$ cat src/rtl/xcel_mem_arbiter.sv
// Round-robin arbiter that shares one 16B memory port between a processor (port 0)
// and an accelerator (port 1); an in-order ID FIFO steers responses back to the issuer.
package xcel_mem_pkg;
    typedef struct packed {
        logic [3:0]   type_;
        logic [7:0]   opaque;
        logic [31:0]  addr;
        logic [3:0]   len;
        logic [127:0] data;
    } mem_req_16B_t;

    typedef struct packed {
        logic [3:0]   type_;
        logic [7:0]   opaque;
        logic [1:0]   test;
        logic [3:0]   len;
        logic [127:0] data;
    } mem_resp_16B_t;
endpackage

module xcel_mem_arbiter
    import xcel_mem_pkg::*;
#(
    parameter int p_num_inflight = 4
) (
    input  logic          clk,
    input  logic          reset,

    input  mem_req_16B_t  req0_msg,
    input  logic          req0_val,
    output logic          req0_rdy,
    output mem_resp_16B_t resp0_msg,
    output logic          resp0_val,
    input  logic          resp0_rdy,

    input  mem_req_16B_t  req1_msg,
    input  logic          req1_val,
    output logic          req1_rdy,
    output mem_resp_16B_t resp1_msg,
    output logic          resp1_val,
    input  logic          resp1_rdy,

    output mem_req_16B_t  mem_reqstream_msg,
    output logic          mem_reqstream_val,
    input  logic          mem_reqstream_rdy,

    input  mem_resp_16B_t mem_respstream_msg,
    input  logic          mem_respstream_val,
    output logic          mem_respstream_rdy
);
    localparam int c_ptr_w = $clog2(p_num_inflight);
    localparam int c_cnt_w = c_ptr_w + 1;
    localparam logic [c_cnt_w-1:0] c_full = c_cnt_w'(p_num_inflight);

    logic                      prio_q, prio_d;
    logic [p_num_inflight-1:0] ids_q, ids_d;
    logic [c_ptr_w-1:0]        wr_ptr_q, wr_ptr_d;
    logic [c_ptr_w-1:0]        rd_ptr_q, rd_ptr_d;
    logic [c_cnt_w-1:0]        count_q, count_d;

    logic grant, can_issue, req_fire, resp_fire, resp_active, head_id;

    // Request side looks only at count_q, so a same-cycle pop never frees a slot early.
    always_comb begin
        grant             = (req0_val & req1_val) ? prio_q : req1_val;
        can_issue         = ~reset & (count_q < c_full);
        mem_reqstream_val = can_issue & (req0_val | req1_val);
        mem_reqstream_msg = '0;
        if (mem_reqstream_val) begin
            mem_reqstream_msg = grant ? req1_msg : req0_msg;
        end
        req0_rdy = can_issue & mem_reqstream_rdy & ~grant;
        req1_rdy = can_issue & mem_reqstream_rdy & grant;
        req_fire = mem_reqstream_val & mem_reqstream_rdy;
    end

    // Responses are steered by the oldest outstanding ID; with none outstanding, hold them off.
    always_comb begin
        head_id            = ids_q[rd_ptr_q];
        resp_active        = ~reset & (count_q != '0);
        resp0_val          = resp_active & ~head_id & mem_respstream_val;
        resp1_val          = resp_active & head_id & mem_respstream_val;
        resp0_msg          = resp0_val ? mem_respstream_msg : '0;
        resp1_msg          = resp1_val ? mem_respstream_msg : '0;
        mem_respstream_rdy = resp_active & (head_id ? resp1_rdy : resp0_rdy);
        resp_fire          = mem_respstream_val & mem_respstream_rdy;
    end

    always_comb begin
        prio_d   = prio_q;
        ids_d    = ids_q;
        wr_ptr_d = wr_ptr_q;
        rd_ptr_d = rd_ptr_q;
        count_d  = count_q;
        if (req_fire) begin
            prio_d          = ~grant;
            ids_d[wr_ptr_q] = grant;
            wr_ptr_d        = wr_ptr_q + 1'b1;
        end
        if (resp_fire) begin
            rd_ptr_d = rd_ptr_q + 1'b1;
        end
        case ({req_fire, resp_fire})
            2'b10:   count_d = count_q + 1'b1;
            2'b01:   count_d = count_q - 1'b1;
            default: count_d = count_q;
        endcase
    end

    always_ff @(posedge clk) begin
        if (reset) begin
            prio_q   <= 1'b0;
            ids_q    <= '0;
            wr_ptr_q <= '0;
            rd_ptr_q <= '0;
            count_q  <= '0;
        end else begin
            prio_q   <= prio_d;
            ids_q    <= ids_d;
            wr_ptr_q <= wr_ptr_d;
            rd_ptr_q <= rd_ptr_d;
            count_q  <= count_d;
        end
    end
endmodule

$ cat config.mk
export PLATFORM = sky130hd
export DESIGN_NAME = xcel_mem_arbiter
export DESIGN_NICKNAME = d
export VERILOG_FILES = /design/src/rtl/xcel_mem_arbiter.sv
export SDC_FILE = /design/constraint.sdc
export NUM_CORES = 1
export LEC_CHECK = 0
export CAP_MARGIN = 30
export CORE_AREA = 3 3 381 383
export DETAILED_ROUTE_END_ITERATION = 16
export DIE_AREA = 0 0 384 386
export SLEW_MARGIN = 15
export SYNTH_ARGS = -nofsm -noshare
export SYNTH_HDL_FRONTEND = slang
export SYNTH_SLANG_ARGS = --single-unit
$ cat constraint.sdc
create_clock -name clk -period 3.6 [get_ports clk]
set_input_delay 1.08 -clock clk [delete_from_list [all_inputs] [get_ports clk]]
set_output_delay 1.08 -clock clk [all_outputs]
set_load 0.02 [all_outputs]
# Word-level counts from Yosys, hierarchy flattened
# Index checks and enable logic that the tools add are counted.
# totals
register_bits	12
input_bits	506
wordCells	48
# op_classes
n_addsub	4
magnitude_cmp	4
eq_ne	2
muxes	12
n_bitwise	18
n_reduce_logical	3
# ops
operator	n
$mux 176	2
$mux 146	2
$and 1x1->1	14
$lt 2x3->1 const B	2
$pmux 3 s2	1
$add 2x1->2 const B	2
$bwmux 4	1
$mux 1	4
$add 3x1->3 const B	1
$lt 3x3->1 const B	1
$not 1->1	3
$reduce_bool 3->1	1
$sub 3x1->3 const B	1
$bmux 1 s2	1
$demux 1 s2	1
$eq 2x1->1 const B	1
$eq 2x2->1 const B	1
$ge 2x1->1 const B	1
$reduce_bool 2->1	1
$logic_and 1x1->1	1
$or 1x1->1	1

# Logic depth before layout (Yosys ltp)
# depth
word_depth	7
ltp_mapped	10
mapped_depth_nobuf	10

# Worst setup path before layout
# OpenSTA, ideal clock, no wires.
# synth_timing
kind	input -> output
startpoint	input port reset
endpoint	output port mem_reqstream_msg[100] in the netlist's numbering
arrival_time_ps	2374
t_required_ps	2520
path_slack_ps	146
cell_stages	6
n_path_buf	4
cell_sequence	buf_2 -> or3_1 -> buf_2 -> buf_2 -> buf_2 -> a21oi_1
# synth_lines
element	line	rtl
from (decl)	27	input logic reset,
to (decl)	43	output mem_req_16B_t mem_reqstream_msg,

==> summary.md <==
| Metric | Value |
|---|---|
| Gate family responsible for the most delay along the worst path | buffers and inverters |
| Buffers plus inverters on the worst setup path | 6 |
| Minimum clock period | 3.673 ns |
| Design area | 0.02231 mm² |
| Clock latency at the later pin of the worst-skew pair | 0.24 ns |
| FF+latch count, synth | 12 |
| Upper clock frequency limit | 272.2 MHz |
| Most area-hungry cell type in the Yosys netlist | sky130_fd_sc_hd__nand2_1 |
| Result of the run | finished, violations left |
| Average wire per standard cell | 27.39 µm |
| Final clock period utilization by the worst path | 102.0% |
| Final Routed Wirelength | 114.8 mm |
| Top cells by area, synth | sky130_fd_sc_hd__nand2_1, sky130_fd_sc_hd__nor2_1, sky130_fd_sc_hd__a21oi_1 |
| Transition time at the pin with the least slew margin | 0.5415 ns |
| Root cell of the clock tree | sky130_fd_sc_hd__clkbuf_16 |
| Normalized max-slew margin | 63.82% |
| GRT Util Overall | 14.08% |
| Share of layout cells above drive strength 1 | 43.29% |
| Worst voltage drop across the vdd grid | 136.5 µV |
| Port Buffers | 979 |
| CTS tree | done |
| Area added between synthesis and finish | 336.2% |
| Cells along the critical path | buf_6 > nor2_4 > or3_4 > buf_12 > buf_8 > buf_6 > a21oi_4 > buf_6 > buf_12 |
| Clock buffer depth | 2 |
| Estimated wirelength of the detail-placed design | 99.98 mm |
| Placed Area | 0.02019 mm² |
| Power after layout | 0.002807 W |
| Count of hold-fix buffers inserted at cts | 0 |
| Endpoints failing hold | 0 |
| Path type of the worst min-delay path | reg -> reg |
| Total of endpoints with negative setup slack in the final report | 8 |
| Crit start category | input port |
| Via count of the first global-routing pass | 12,400 |
| Post-route setup TNS | -0.2931 ns |
| Core Rows | 138 |
| Core outline area | 0.1418 mm² |
| Clock Skews | 0.0004289 ns |
| Via count of the routed design | 13,040 |
| Util after Layout | 15.74% |
| Critical path start-end classification | in -> out |
| Die H | 386 µm |
| Die Wd | 384 µm |
| Full die area | 0.1482 mm² |
| Leakage power summed over all cells | 9.011 nW |
| Proportion of netlist area held by the largest area contributor | 36.70% |
| Total DRC errors in the routed layout | 0 |
| Longest individual stage delay on the worst path | 0.44 ns |
| Maximum number of pins on one net before global-route repair | 37 |
| Total CTS buffers | 3 |
| Critical path's most frequent cell | sky130_fd_sc_hd__buf_6 |
| Highest net fanout along the worst path | 8 |
| Clock tree sinks | 12 |
| Clock Pin Slew Worst Setup and Hold Paths | 0.04 ns |
| First-pass detailed-route iteration total | 5 |
| Power density over cell area | 125.8 mW/mm² |
| CP Data Arrival Time | 2.59 ns |
| Post-Synthesis Cell Area | 0.005114 mm² |
| Routability congestion estimate | 0.9777 |
| Proportion of synthesized chip area in sequential cells | 4.698% |
| Post-detailed-route via-to-cell ratio | 3.111 |
| Final net count | 2,793 |
| Number of H-tree levels | 1 |
| I/O pin cnt | 980 |
| Post-synthesis area per instance | 4.405 µm² |
| Required arrival time at the worst endpoint | 2.52 ns |
| Critical Path End Type | output port |
| Initial core utilization | 3.607% |
| Initial antenna violation count | 96 |
| Wire length of the first global-routing pass | 134.7 mm |
| Minimum hold slack | 0.5054 ns |
| Global route total overflow | 0 |
| Total number of yosys warnings | 0 |
| Slowest stage cell on the critical path | sky130_fd_sc_hd__or3_4 |
| Number of max-slew violations in the final report | 0 |
| Post-route setup slack | -0.07338 ns |
| Count of mapped cells out of synthesis | 1,161 |
| # Max-Cap Violations | 0 |
| Post-synthesis cell type count | 29 |
| Failing checks | setup timing |
| DRC violation total after the first TritonRoute iteration | 822 |
| Syn Nets | 1,673 |
| ANT nets after route | 0 |
| Setup repair after global routing missed its margin | true |
## report_power, final
| group | internal [W] | total, W | switching, W | leakage (nW) |
|---|---|---|---|---|
| Clock | 0.000167 | 0.000223 | 0.0000555 | 0.0443 |
| Combinational | 0.00126 | 0.00244 | 0.00118 | 8.87 |
| Sequential | 0.000138 | 0.000143 | 0.00000519 | 0.0973 |
| Total | 0.00157 | 0.00281 | 0.00124 | 9.01 |
## worst reg2reg max path, stage by stage (launching register included)
cell and delay [ns]:
sky130_fd_sc_hd__dfxtp_1 0.41, sky130_fd_sc_hd__mux2i_1 0.22, sky130_fd_sc_hd__buf_4 0.16, sky130_fd_sc_hd__mux2i_4 0.08, sky130_fd_sc_hd__mux2i_1 0.16, sky130_fd_sc_hd__nor2_1 0.13, sky130_fd_sc_hd__ha_1 0.18, sky130_fd_sc_hd__inv_1 0.06
sky130_fd_sc_hd__fa_1 0.39, sky130_fd_sc_hd__xor2_1 0.16, sky130_fd_sc_hd__or3_1 0.32, sky130_fd_sc_hd__a21oi_1 0.14
## sequential cells by signal, indices dropped and copies added, names as in the netlist
signal    flops
ids_q         4
count_q       3
rd_ptr_q      2
wr_ptr_q      2
prio_q        1
## metal layers
| metal | vias to the layer above | track usage, % | share of wire, % |
|---|---|---|---|
| met3 | 188 | 9.073 | 15 |
| met5 | - | 0 | 0.35 |
| met1 | 6099 | 17.45 | 41 |
| met2 | 797 | 20.74 | 41 |
| met4 | 64 | 1.877 | 2.2 |
| li1 | 5888 | - | - |
## cells by family after synthesis
kind of cell | after synthesis | share of synthesized area [%]
and+or+nand+nor | 828 | 61.95
AOI/OAI and AO/OA | 184 | 18.08
buffers and inverters | 116 | 10.72
muxes | 12 | 2.422
DFF | 12 | 4.698
adders and majority gates | 6 | 1.615
xor gates and xnor gates | 3 | 0.5139
## synthesized netlist by cell type
library cell and instances:
sky130_fd_sc_hd__nand2b_1 2, sky130_fd_sc_hd__nand2_1 500, sky130_fd_sc_hd__nand3_1 5, sky130_fd_sc_hd__nor3_1 1
sky130_fd_sc_hd__a21oi_1 182, sky130_fd_sc_hd__nor3b_4 1, sky130_fd_sc_hd__a311oi_1 1, sky130_fd_sc_hd__nand3b_1 1
sky130_fd_sc_hd__ha_1 5, sky130_fd_sc_hd__or3_1 2, sky130_fd_sc_hd__o21ai_0 1, sky130_fd_sc_hd__fa_1 1
sky130_fd_sc_hd__mux2_2 3, sky130_fd_sc_hd__xor2_1 2, sky130_fd_sc_hd__xnor2_1 1, sky130_fd_sc_hd__nor3_2 1
sky130_fd_sc_hd__clkbuf_1 34, sky130_fd_sc_hd__nor3b_1 2, sky130_fd_sc_hd__buf_2 66, sky130_fd_sc_hd__mux2i_1 9
sky130_fd_sc_hd__dfxtp_1 12, sky130_fd_sc_hd__and2_1 1, sky130_fd_sc_hd__buf_4 6, sky130_fd_sc_hd__buf_1 2
sky130_fd_sc_hd__or2_1 1, sky130_fd_sc_hd__buf_6 1, sky130_fd_sc_hd__nor2_1 310, sky130_fd_sc_hd__inv_1 7
sky130_fd_sc_hd__or3b_2 1
## cells in the final DEF, fill, tap and decap left out, types with 50 or more instances in the layout
cell type	n
sky130_fd_sc_hd__buf_4	188
sky130_fd_sc_hd__nand2_1	421
sky130_fd_sc_hd__nor2_1	193
sky130_fd_sc_hd__buf_6	69
sky130_fd_sc_hd__buf_12	212
sky130_fd_sc_hd__nor2_4	73
sky130_fd_sc_hd__a21oi_1	105
sky130_fd_sc_hd__a21oi_2	50
sky130_fd_sc_hd__clkdlybuf4s50_1	501
sky130_fd_sc_hd__buf_2	158
## cell type report
cell class	instances	area, µm²
tap	1890	2365
inverter	7	26.28
sequential	12	240.2
fill	16100	119500
timing repair buffer	1224	13630
clock buffer	4	88.84
multi-input combinational	1033	5911
antenna	20	50.05
## path summary, 6_finish.rpt
path	from	end	slack (ns)	cells past startpoint
hold / removal	prio_q	prio_q	0.51	2
setup / recovery	req1_val	mem_reqstream_msg[116]	-0.07	9
hold reg to reg	prio_q	prio_q	0.51	2
setup reg to reg	rd_ptr_q[1]	count_q[2]	1.12	11
## stage by stage
step,instances,worst slack [ns]
after floorplan,1161,0.1461
after global placement,4119,-0.7419
after detailed placement,4119,-0.7844
after CTS,4159,-0.1157
after global routing,4173,-0.08126
final,4190,-0.07338
## timing repair
item                       4_1_cts  5_1_grt
pin swaps                       31       14
cloned                          13        8
resized for setup             1268      188
setup endpoints to repair      472      324
buffers inserted                32       10
No activity file was read; power rests on OpenSTA's default activity.
